File: src/rtl/instr_fetch_unit_if.sv
// Bundle of the fetch unit's core-side and instruction-memory-side signals.
// master = the fetch unit itself; slave = the core/memory environment around it.
interface instr_fetch_unit_if #(
  parameter int ADDR_W = 16,
  parameter int DATA_W = 16
);
  logic [ADDR_W-1:0] pc_in;
  logic              fetch_req;
  logic              flush;
  logic              instr_ready;
  logic              mem_rd;
  logic [ADDR_W-1:0] mem_addr;
  logic              mem_ready;
  logic [DATA_W-1:0] mem_rdata;
  logic [DATA_W-1:0] instr_out;
  logic [ADDR_W-1:0] immediate_value;
  logic              instr_valid;
  logic              fetch_busy;
  logic              fetch_err;

  modport master (
    input  pc_in, fetch_req, flush, instr_ready, mem_ready, mem_rdata,
    output mem_rd, mem_addr, instr_out, immediate_value, instr_valid,
           fetch_busy, fetch_err
  );

  modport slave (
    output pc_in, fetch_req, flush, instr_ready, mem_ready, mem_rdata,
    input  mem_rd, mem_addr, instr_out, immediate_value, instr_valid,
           fetch_busy, fetch_err
  );
endinterface

File: src/rtl/instr_fetch_unit.sv
// Instruction fetch unit: ready/valid read from instruction memory, branch flush,
// sign-extended immediate. Optional memory timeout enabled by FETCH_TIMEOUT_EN.
module instr_fetch_unit #(
  parameter int ADDR_W  = 16,
  parameter int DATA_W  = 16,
  parameter int IMM_W   = 8,
  parameter int TIMEOUT = 15
) (
  input  logic               clk,
  input  logic               rst,
  instr_fetch_unit_if.master bus
);

  localparam logic [1:0] S_IDLE  = 2'd0;
  localparam logic [1:0] S_WAIT  = 2'd1;
  localparam logic [1:0] S_VALID = 2'd2;
  localparam logic [1:0] S_DRAIN = 2'd3;

  logic [1:0]        r_state;
  logic [1:0]        w_state_nxt;
  logic              r_mem_rd;
  logic [ADDR_W-1:0] r_mem_addr;
  logic [DATA_W-1:0] r_instr;
  logic [ADDR_W-1:0] r_imm;
  logic              r_valid;
  logic              r_busy;
  logic              w_timeout;
  logic              w_launch;
  logic              w_capture;

  // The wait counter is 4 bits wide; a TIMEOUT outside 1..15 can never be reached.
  if (TIMEOUT < 1 || TIMEOUT > 15) begin : g_timeout_out_of_range
  end

`ifdef FETCH_TIMEOUT_EN
  localparam logic [3:0] LP_TMO_LAST = 4'(TIMEOUT - 1);

  logic [3:0] r_wait_cnt;
  logic       r_err;

  assign w_timeout = ((r_state == S_WAIT) || (r_state == S_DRAIN)) &&
                     !bus.mem_ready && (r_wait_cnt == LP_TMO_LAST);

  always_ff @(posedge clk or posedge rst) begin
    if (rst) begin
      r_wait_cnt <= '0;
      r_err      <= 1'b0;
    end else begin
      r_err <= w_timeout;
      if (w_launch) begin
        r_wait_cnt <= '0;
      end else if (((r_state == S_WAIT) || (r_state == S_DRAIN)) && !bus.mem_ready) begin
        r_wait_cnt <= r_wait_cnt + 4'd1;
      end
    end
  end

  assign bus.fetch_err = r_err;
`else
  assign w_timeout     = 1'b0;
  assign bus.fetch_err = 1'b0;
`endif

  always_comb begin
    w_state_nxt = r_state;
    case (r_state)
      S_IDLE: begin
        if (bus.fetch_req && !bus.flush) w_state_nxt = S_WAIT;
      end
      S_WAIT: begin
        // flush beats a same-cycle mem_ready: the beat completes the read, so skip DRAIN
        if (w_timeout)                         w_state_nxt = S_IDLE;
        else if (bus.flush && bus.mem_ready)   w_state_nxt = S_IDLE;
        else if (bus.flush)                    w_state_nxt = S_DRAIN;
        else if (bus.mem_ready)                w_state_nxt = S_VALID;
      end
      S_DRAIN: begin
        if (w_timeout || bus.mem_ready) w_state_nxt = S_IDLE;
      end
      S_VALID: begin
        if (bus.flush)                                w_state_nxt = S_IDLE;
        else if (bus.instr_ready && bus.fetch_req)    w_state_nxt = S_WAIT;
        else if (bus.instr_ready)                     w_state_nxt = S_IDLE;
      end
      default: w_state_nxt = S_IDLE;
    endcase
  end

  assign w_launch  = (w_state_nxt == S_WAIT) && (r_state != S_WAIT);
  assign w_capture = (r_state == S_WAIT) && (w_state_nxt == S_VALID);

  always_ff @(posedge clk or posedge rst) begin
    if (rst) begin
      r_state    <= S_IDLE;
      r_mem_rd   <= 1'b0;
      r_mem_addr <= '0;
      r_instr    <= '0;
      r_imm      <= '0;
      r_valid    <= 1'b0;
      r_busy     <= 1'b0;
    end else begin
      r_state  <= w_state_nxt;
      r_busy   <= (w_state_nxt != S_IDLE);
      r_valid  <= (w_state_nxt == S_VALID);
      r_mem_rd <= (w_state_nxt == S_WAIT) || (w_state_nxt == S_DRAIN);
      if (w_launch) begin
        r_mem_addr <= bus.pc_in;
      end
      if (w_capture) begin
        r_instr <= bus.mem_rdata;
        r_imm   <= {{(ADDR_W-IMM_W){bus.mem_rdata[IMM_W-1]}}, bus.mem_rdata[IMM_W-1:0]};
      end
    end
  end

  assign bus.mem_rd          = r_mem_rd;
  assign bus.mem_addr        = r_mem_addr;
  assign bus.instr_out       = r_instr;
  assign bus.immediate_value = r_imm;
  assign bus.instr_valid     = r_valid;
  assign bus.fetch_busy      = r_busy;

endmodule

File: src/flat_wrapper.sv
// flat-port wrapper written by rule: the top's interface ports become plain ports
module instr_fetch_unit_flat 
#(
  parameter int ADDR_W  = 16,
  parameter int DATA_W  = 16,
  parameter int IMM_W   = 8,
  parameter int TIMEOUT = 15
)
  (clk, rst, bus_pc_in, bus_fetch_req, bus_flush, bus_instr_ready, bus_mem_ready, bus_mem_rdata, bus_mem_rd, bus_mem_addr, bus_instr_out, bus_immediate_value, bus_instr_valid, bus_fetch_busy, bus_fetch_err);
  instr_fetch_unit_if #(.ADDR_W(ADDR_W), .DATA_W(DATA_W)) bus_i ();
  input  logic clk;
  input  logic rst;
  input wire logic [$bits(bus_i.pc_in)-1:0] bus_pc_in;
  input wire logic [$bits(bus_i.fetch_req)-1:0] bus_fetch_req;
  input wire logic [$bits(bus_i.flush)-1:0] bus_flush;
  input wire logic [$bits(bus_i.instr_ready)-1:0] bus_instr_ready;
  input wire logic [$bits(bus_i.mem_ready)-1:0] bus_mem_ready;
  input wire logic [$bits(bus_i.mem_rdata)-1:0] bus_mem_rdata;
  output wire logic [$bits(bus_i.mem_rd)-1:0] bus_mem_rd;
  output wire logic [$bits(bus_i.mem_addr)-1:0] bus_mem_addr;
  output wire logic [$bits(bus_i.instr_out)-1:0] bus_instr_out;
  output wire logic [$bits(bus_i.immediate_value)-1:0] bus_immediate_value;
  output wire logic [$bits(bus_i.instr_valid)-1:0] bus_instr_valid;
  output wire logic [$bits(bus_i.fetch_busy)-1:0] bus_fetch_busy;
  output wire logic [$bits(bus_i.fetch_err)-1:0] bus_fetch_err;
  assign bus_i.pc_in = bus_pc_in;
  assign bus_i.fetch_req = bus_fetch_req;
  assign bus_i.flush = bus_flush;
  assign bus_i.instr_ready = bus_instr_ready;
  assign bus_i.mem_ready = bus_mem_ready;
  assign bus_i.mem_rdata = bus_mem_rdata;
  assign bus_mem_rd = bus_i.mem_rd;
  assign bus_mem_addr = bus_i.mem_addr;
  assign bus_instr_out = bus_i.instr_out;
  assign bus_immediate_value = bus_i.immediate_value;
  assign bus_instr_valid = bus_i.instr_valid;
  assign bus_fetch_busy = bus_i.fetch_busy;
  assign bus_fetch_err = bus_i.fetch_err;
  instr_fetch_unit #(.ADDR_W(ADDR_W), .DATA_W(DATA_W), .IMM_W(IMM_W), .TIMEOUT(TIMEOUT)) u_core (.clk(clk), .rst(rst), .bus(bus_i));
endmodule
File: config.mk
export PLATFORM = sky130hd
export DESIGN_NAME = instr_fetch_unit_flat
export DESIGN_NICKNAME = d
export VERILOG_FILES = /design/src/rtl/instr_fetch_unit_if.sv /design/src/rtl/instr_fetch_unit.sv /design/src/flat_wrapper.sv
export SDC_FILE = /design/constraint.sdc
export NUM_CORES = 1
export LEC_CHECK = 0
export ABC_AREA = 1
export CAP_MARGIN = 10
export CORE_MARGIN = 2
export CORE_UTILIZATION = 30
export CTS_CLUSTER_SIZE = 14
export DETAILED_ROUTE_END_ITERATION = 8
export HOLD_SLACK_MARGIN = 0.03
export PLACE_DENSITY_LB_ADDON = 0.25
export SLEW_MARGIN = 20
export SYNTH_ARGS = -nofsm -noshare
export SYNTH_HDL_FRONTEND = slang
export SYNTH_SLANG_ARGS = --single-unit
File: constraint.sdc
create_clock -name clk -period 1.41 [get_ports clk]
set_clock_uncertainty 0.05 [all_clocks]
set_input_delay 0.2115 -clock clk [delete_from_list [all_inputs] [get_ports clk]]
set_output_delay 0.2115 -clock clk [all_outputs]
set_load 0.05 [all_outputs]
==> metrics.md <==
| Metric | Value |
|---|---|
| Worst Path Class, Setup | `reg2out` |
| RSZ-0062 raised after global routing | `no` |
| Initial antenna violation count | `0` |
| Ys async rst share | `100%` |
| Leak pwr | `1.48 nW` |
| Area growth, synth to finish | `96.8%` |
| Clock root cell | `clkbuf_8` |
| Drt wl/cell | `13.8 um` |
| Syn nets | `184` |
| Synth Register Bits | `37` |
| Crit path time final | `1.33 ns` |
| Synth area leaders | `dfrtp_1 56%, mux2_2 11%, buf_4 9.0%` |
| Achievable Freq | `0.752 GHz` |
| Main synth FF type | `dfrtp_1` |
| Die ar. | `6140 sq um` |
| Clock transition at path regs | `0.07 ns` |
| Post-DP HPWL | `3.25 mm` |
| Cell taking the most area after synthesis | `dfrtp_1` |
| Final WL | `4.25 mm` |
| Core area | `5440 sq um` |
| CTS sink count | `37` |
| Setup TNS | `0 ns` |
| Yosys top cell area share | `55.8%` |
| Post-synth EDFFs | `0` |
| Syn Area/Cell | `11.4 sq um` |
| Vias in the first global route | `1437` |
| H-tree Lvls | `2` |
| Residual DRC | `0` |
| Final Hold Vio Count | `0` |
| Placer congestion estimate | `0.710` |
| Via/cell ratio | `4.46` |
| Ant diodes | `0` |
| CP required | `1.15 ns` |
| Largest net degree at the start of global routing | `20` |
| Post-layout util | `60.0%` |
| Die H | `78.4 um` |
| Clock latency at the later pin of the worst-skew pair | `0.29 ns` |
| # nets final | `274` |
| PD cells | `2350 nW/um^2` |
| Die W | `78.4 um` |
| Num CTS Buffers | `5` |
| Synth Warn # | `0` |
| Post-Syn Area | `1660 sq um` |
| Ports | `90` |
| Most numerous cell in the Yosys netlist | `dfrtp_1` |
| Count of different cell masters after synthesis | `19` |
| Arr. time, crit path | `1.07 ns` |
| GRT Util Overall | `14.2%` |
| Peak VDD IR | `1.11 mV` |
| Final setup viols | `0` |
| Post-DRT Antenna Nets | `0` |
| Number of DRC violations after detailed-routing iteration 0 | `61` |
| First drt pass iteration count | `4` |
| CP Launch Type | `flip-flop` |
| Max-Cap Viols | `0` |
| CTS tree | `yes` |
| Row count | `27` |
| Critical Path Sink Type | `output pin` |
| GR Overflow Total | `0` |
| Max Root-Sink Buffers | `2` |
| CP max FO | `10` |
| Worst Hold Class | `in2async` |
| Cell count after synthesis | `146` |
| Final Cycle Share | `94.3%` |
| Seq/Total Area, Yosys | `55.8%` |
| Total number of vias | `1374` |
| Fraction of final layout cells sized beyond drive strength 1 | `44.1%` |
| Max-slew violations | `0` |
| IO Port Bufs | `88` |
| First-pass GRT wire length | `6.75 mm` |
| Initial Utilization | `30.5%` |
| Status | `finished clean` |
| Most frequent cells after synthesis | `37 x dfrtp_1, 36 x nand2_1, 20 x buf_4, 17 x nand4_1, 16 x mux2_2` |
repair_timing:
item | 4_1_cts | 5_1_grt
cloned | 0 | 1
setup buffers | 0 | 2
pin swaps | 0 | 3
endpoints found under the setup margin | 5 | 23
resized for setup | 3 | 3
hold buffers | 0 | 0
sequential cells by signal, indices dropped and copies added (netlist names):
signal	flops
u_core.bus.mem_rd	1
u_core.bus.fetch_busy	1
u_core.bus.instr_out	9
u_core.bus.immediate_value	7
u_core.r_state	2
u_core.bus.mem_addr	16
u_core.bus.instr_valid	1
placed cells by master, fill, tap and decap left out:
master | synthesis | routed
clkdlybuf4s50_1 | 0 | 37
inv_1 | 4 | 4
mux2_2 | 16 | 16
nand3_4 | 2 | 4
nand3_2 | 2 | 3
inv_6 | 1 | 1
buf_6 | 1 | 1
nor2_4 | 0 | 1
clkbuf_1 | 1 | 1
conb_1 | 1 | 1
clkbuf_8 | 0 | 6
buf_12 | 0 | 54
nand2_1 | 36 | 36
nand4_1 | 17 | 17
buf_4 | 20 | 12
nor2_8 | 1 | 1
nand2_2 | 1 | 1
a31oi_1 | 1 | 1
dfrtp_1 | 37 | 35
nand2_4 | 1 | 1
inv_2 | 1 | 1
dfrtp_2 | 0 | 2
routing by layer:
layer  GRT usage (%)  up-vias  part of all wire, %
li1                -      654                    -
met1            16.2      637                   39
met2            22.1       80                   46
met3            9.66        3                   15
met4            3.51        0                 0.45
met5               0        -                    0
per-stage QoR:
step                total power, mW  cell area, sq um  worst slack (ns)  hold WS (ns)  std cells
CTS                            7.70              3220            0.0157         0.227        305
global route                   7.99              3270            0.0217         0.249        308
floorplan                      4.34              1670           0.00998         0.312        146
finish                         7.68              3270            0.0810         0.218        308
detailed placement             6.94              3130            -0.261         0.415        298
global placement               6.87              3130            -0.183         0.412        298
final timing paths:
check / startpoint / to / slack (ns) / cells past startpoint
worst max register to register: u_core.r_state[0] / u_core.bus.mem_addr[10] / 0.08 / 4
worst max-delay path: u_core.bus.instr_out[7] / bus_instr_out[7] / 0.08 / 2
worst min register to register: u_core.bus.instr_out[7] / u_core.bus.instr_out[7] / 0.45 / 2
min in group clk: bus_mem_rdata[6] / u_core.bus.immediate_value[6] / 0.43 / 3
worst min-delay path: rst / u_core.bus.instr_out[10] / 0.22 / 3
max in group asynchronous: rst / u_core.r_state[0] / 0.86 / 3
critical path: stages (launching register included):
cell and delay, ns:
dfrtp_1 0.37, buf_6 0.23, buf_12 0.17
kinds of logic (layout without fill, tap and decap cells):
group | after synthesis | count (layout) | synth area share [%]
AND/OR/NAND/NOR | 63 | 64 | 21.1
multiplexers | 16 | 16 | 10.9
AO/OA/AOI/OAI | 1 | 1 | 0.377
flip-flops | 37 | 37 | 55.8
buffers and inverters | 28 | 117 | 11.6
other | 1 | 1 | 0.226
where the power goes:
| group | internal (mW) | switching (mW) |
|---|---|---|
| sequential | 1.42 | 0.452 |
| combinational | 2.43 | 2.63 |
| clock | 0.388 | 0.365 |
| total | 4.24 | 3.44 |
final cells by class:
cell class / instances / area, sq um
inverter: 6 / 27.5
sequential: 37 / 928
clock buffer: 7 / 86.3
fill: 443 / 2170
tap: 72 / 90.1
timing repair buffer: 104 / 1550
multi-input combinational: 82 / 581
Note: power is estimated with default switching activity, not from simulation.
==> RTL change: new RTL, same settings <==
`ADDR_W` is set to 16 in 3 places; all go to 18.
--- a/src/rtl/instr_fetch_unit_if.sv
+++ b/src/rtl/instr_fetch_unit_if.sv
@@ -1,7 +1,7 @@
 // Bundle of the fetch unit's core-side and instruction-memory-side signals.
 // master = the fetch unit itself; slave = the core/memory environment around it.
 interface instr_fetch_unit_if #(
-  parameter int ADDR_W = 16,
+  parameter int ADDR_W = 18,
   parameter int DATA_W = 16
 );
   logic [ADDR_W-1:0] pc_in;
--- a/src/rtl/instr_fetch_unit.sv
+++ b/src/rtl/instr_fetch_unit.sv
@@ -1,7 +1,7 @@
 // Instruction fetch unit: ready/valid read from instruction memory, branch flush,
 // sign-extended immediate. Optional memory timeout enabled by FETCH_TIMEOUT_EN.
 module instr_fetch_unit #(
-  parameter int ADDR_W  = 16,
+  parameter int ADDR_W  = 18,
   parameter int DATA_W  = 16,
   parameter int IMM_W   = 8,
   parameter int TIMEOUT = 15
--- a/src/flat_wrapper.sv
+++ b/src/flat_wrapper.sv
@@ -1,7 +1,7 @@
 // flat-port wrapper written by rule: the top's interface ports become plain ports
 module instr_fetch_unit_flat 
 #(
-  parameter int ADDR_W  = 16,
+  parameter int ADDR_W  = 18,
   parameter int DATA_W  = 16,
   parameter int IMM_W   = 8,
   parameter int TIMEOUT = 15
Interface: changed (resized bus_immediate_value, bus_mem_addr and bus_pc_in); port bits go from 90 to 96. No check against the original RTL was run, so the function may have changed too.
==> RTL change against the original RTL <==
  * Synthesized cell count is 4.8% higher
  * Routed wire length is 1.6% higher
  * Count of clock-buffer cells in the layout is 2 lower
  * Synthesized area is 5.0% higher
  * Sequential cell count is 2 higher
  * Sequential share of layout area is 0.060 points lower
  * Worst setup slack worse by 25 ps
  * Power is 9.5% higher
  * Design area is 5.5% higher
  * Clock power is 49% higher
==> RTL change: results (changes against the original RTL) <==
result of the run=finished, final reports clean; overall fraction of global-route tracks in use=14.3% (+0.046 points); Gate Count Post-Synth=153 (+4.8%); vias per inst=4.45 (-0.25%); leak pwr=1.57 nW (+5.8%); number of global-route vias before repair=1,422 (-1.0%); final RePlAce weighted congestion=0.797 (+12%); cell types with the highest counts after synthesis=dfrtp_1 (39), nand2_1 (37), buf_4 (22); post-placement worst setup slack=-230 ps (+31.3 ps); Clk power=1.12 mW (+49%); asr flop ratio synth=100% (unchanged); main area contributors after synthesis=dfrtp_1 (56%), mux2_1 (12%), buf_4 (9.5%), nand2_1 (8.0%), nand4_1 (6.1%); crit path max fanout=12 (+2); Register Area=977 sq um (+5.3%); global-route wire length before repair=7.11 mm (+5.3%); number of cells in the design after placement=311 (+4.4%); max FFs per register=18 (+2); Met2 Routed Length=2.14 mm (+9.3%); compound-cell area share of the yosys netlist=0.359% (-0.018 points); met3 routed WL=350 um (-43%); drt first-iter violations=40 (-34%); HPWL after detailed placement=3.29 mm (+1.2%); Filler Cell Count=462 (+4.3%); final cell count without fillers=320 (+3.9%); net count after synthesis=193 (+4.9%); per-cell routed wire length=13.5 um (-2.2%); Total Nets Final=287 (+4.7%); power density over the cells=2440 nW/um^2 (+3.8%); sequential group share of total power=23.2% (-1.1 points); final-layout worst hold slack=191 ps (-27.5 ps); Reg-to-Reg End=u_core.bus.instr_out[9]; share of post-route cells with drive strength above 1=36.7% (-7.4 points); portion of the post-synthesis area used by sequential elements=56.0% (+0.23 points); area post-placement=3270 sq um (+4.6%); mux cell area share after synthesis=11.6% (+0.78 points); largest net degree at the start of global routing=40 (+100%); Worst VDD drop=0.00138 V (+24%); flop-to-flop setup slack=80 ps; number of library cell types mapped by synthesis=18 (-1); FF-to-FF path depth=7 (+3); switching fraction of total power=43.6% (-1.2 points)
## RTL change: cell count changes in the layout (fill, tap and decap cells not counted), sizes merged
| cell | change |
|---|---|
| clkinvlp | +1 |
| dfrtp | +2 |
| buf | +5 |
| inv | -1 |
| clkbuf | -2 |
| clkinv | +1 |
| bufinv | +2 |
| mux2 | +2 |
| clkdlybuf4s50 | +2 |
## RTL change: final cells by class
| class | count | share of cell area [%] |
|---|---|---|
| repair buffers | 111 | 47.7 |
| clock buffers | 5 | 2.00 |
| inverters | 6 | 0.726 |
| clock inverters | 3 | 1.96 |
| flip-flops and latches | 39 | 28.4 |
| multi-input cells | 84 | 16.6 |
| well taps | 72 | 2.62 |
## RTL change: per-layer routing
metal / track usage, % / vias up
met5: 0 / -
met3: 4.94 / 7
met4: 4.58 / 0
li1: - / 687
met2: 23.7 / 56
met1: 17.4 / 674
## RTL change: how the worst max path moves through the flow
stage / from / to / slack (ps) / cells past startpoint
finish: u_core.bus.instr_out[7] / bus_immediate_value[15] / 60 / 2
global route: u_core.r_state[0] / u_core.bus.instr_out[9] / -10 / 6
CTS: u_core.r_state[0] / u_core.bus.instr_out[9] / 20 / 6
detailed placement: bus_flush / u_core.bus.mem_addr[4] / -230 / 5
global placement: bus_flush / u_core.bus.mem_addr[3] / -200 / 5
floorplan: u_core.r_state[0] / u_core.bus.mem_addr[0] / 7 / 5
## RTL change: timing repair
| action | 4_1_cts | 5_1_grt |
|---|---|---|
| resized for setup | 2 | 4 |
| setup endpoints to repair | 13 | 16 |
| pin swaps | 0 | 1 |
| gates cloned | 0 | 1 |
| endpoints found under the hold margin | 0 | 0 |
## RTL change: tightest hold or removal path, delay by kind of cell
family | cells | cell delay (ps)
buffers and inverters | 3 | 690
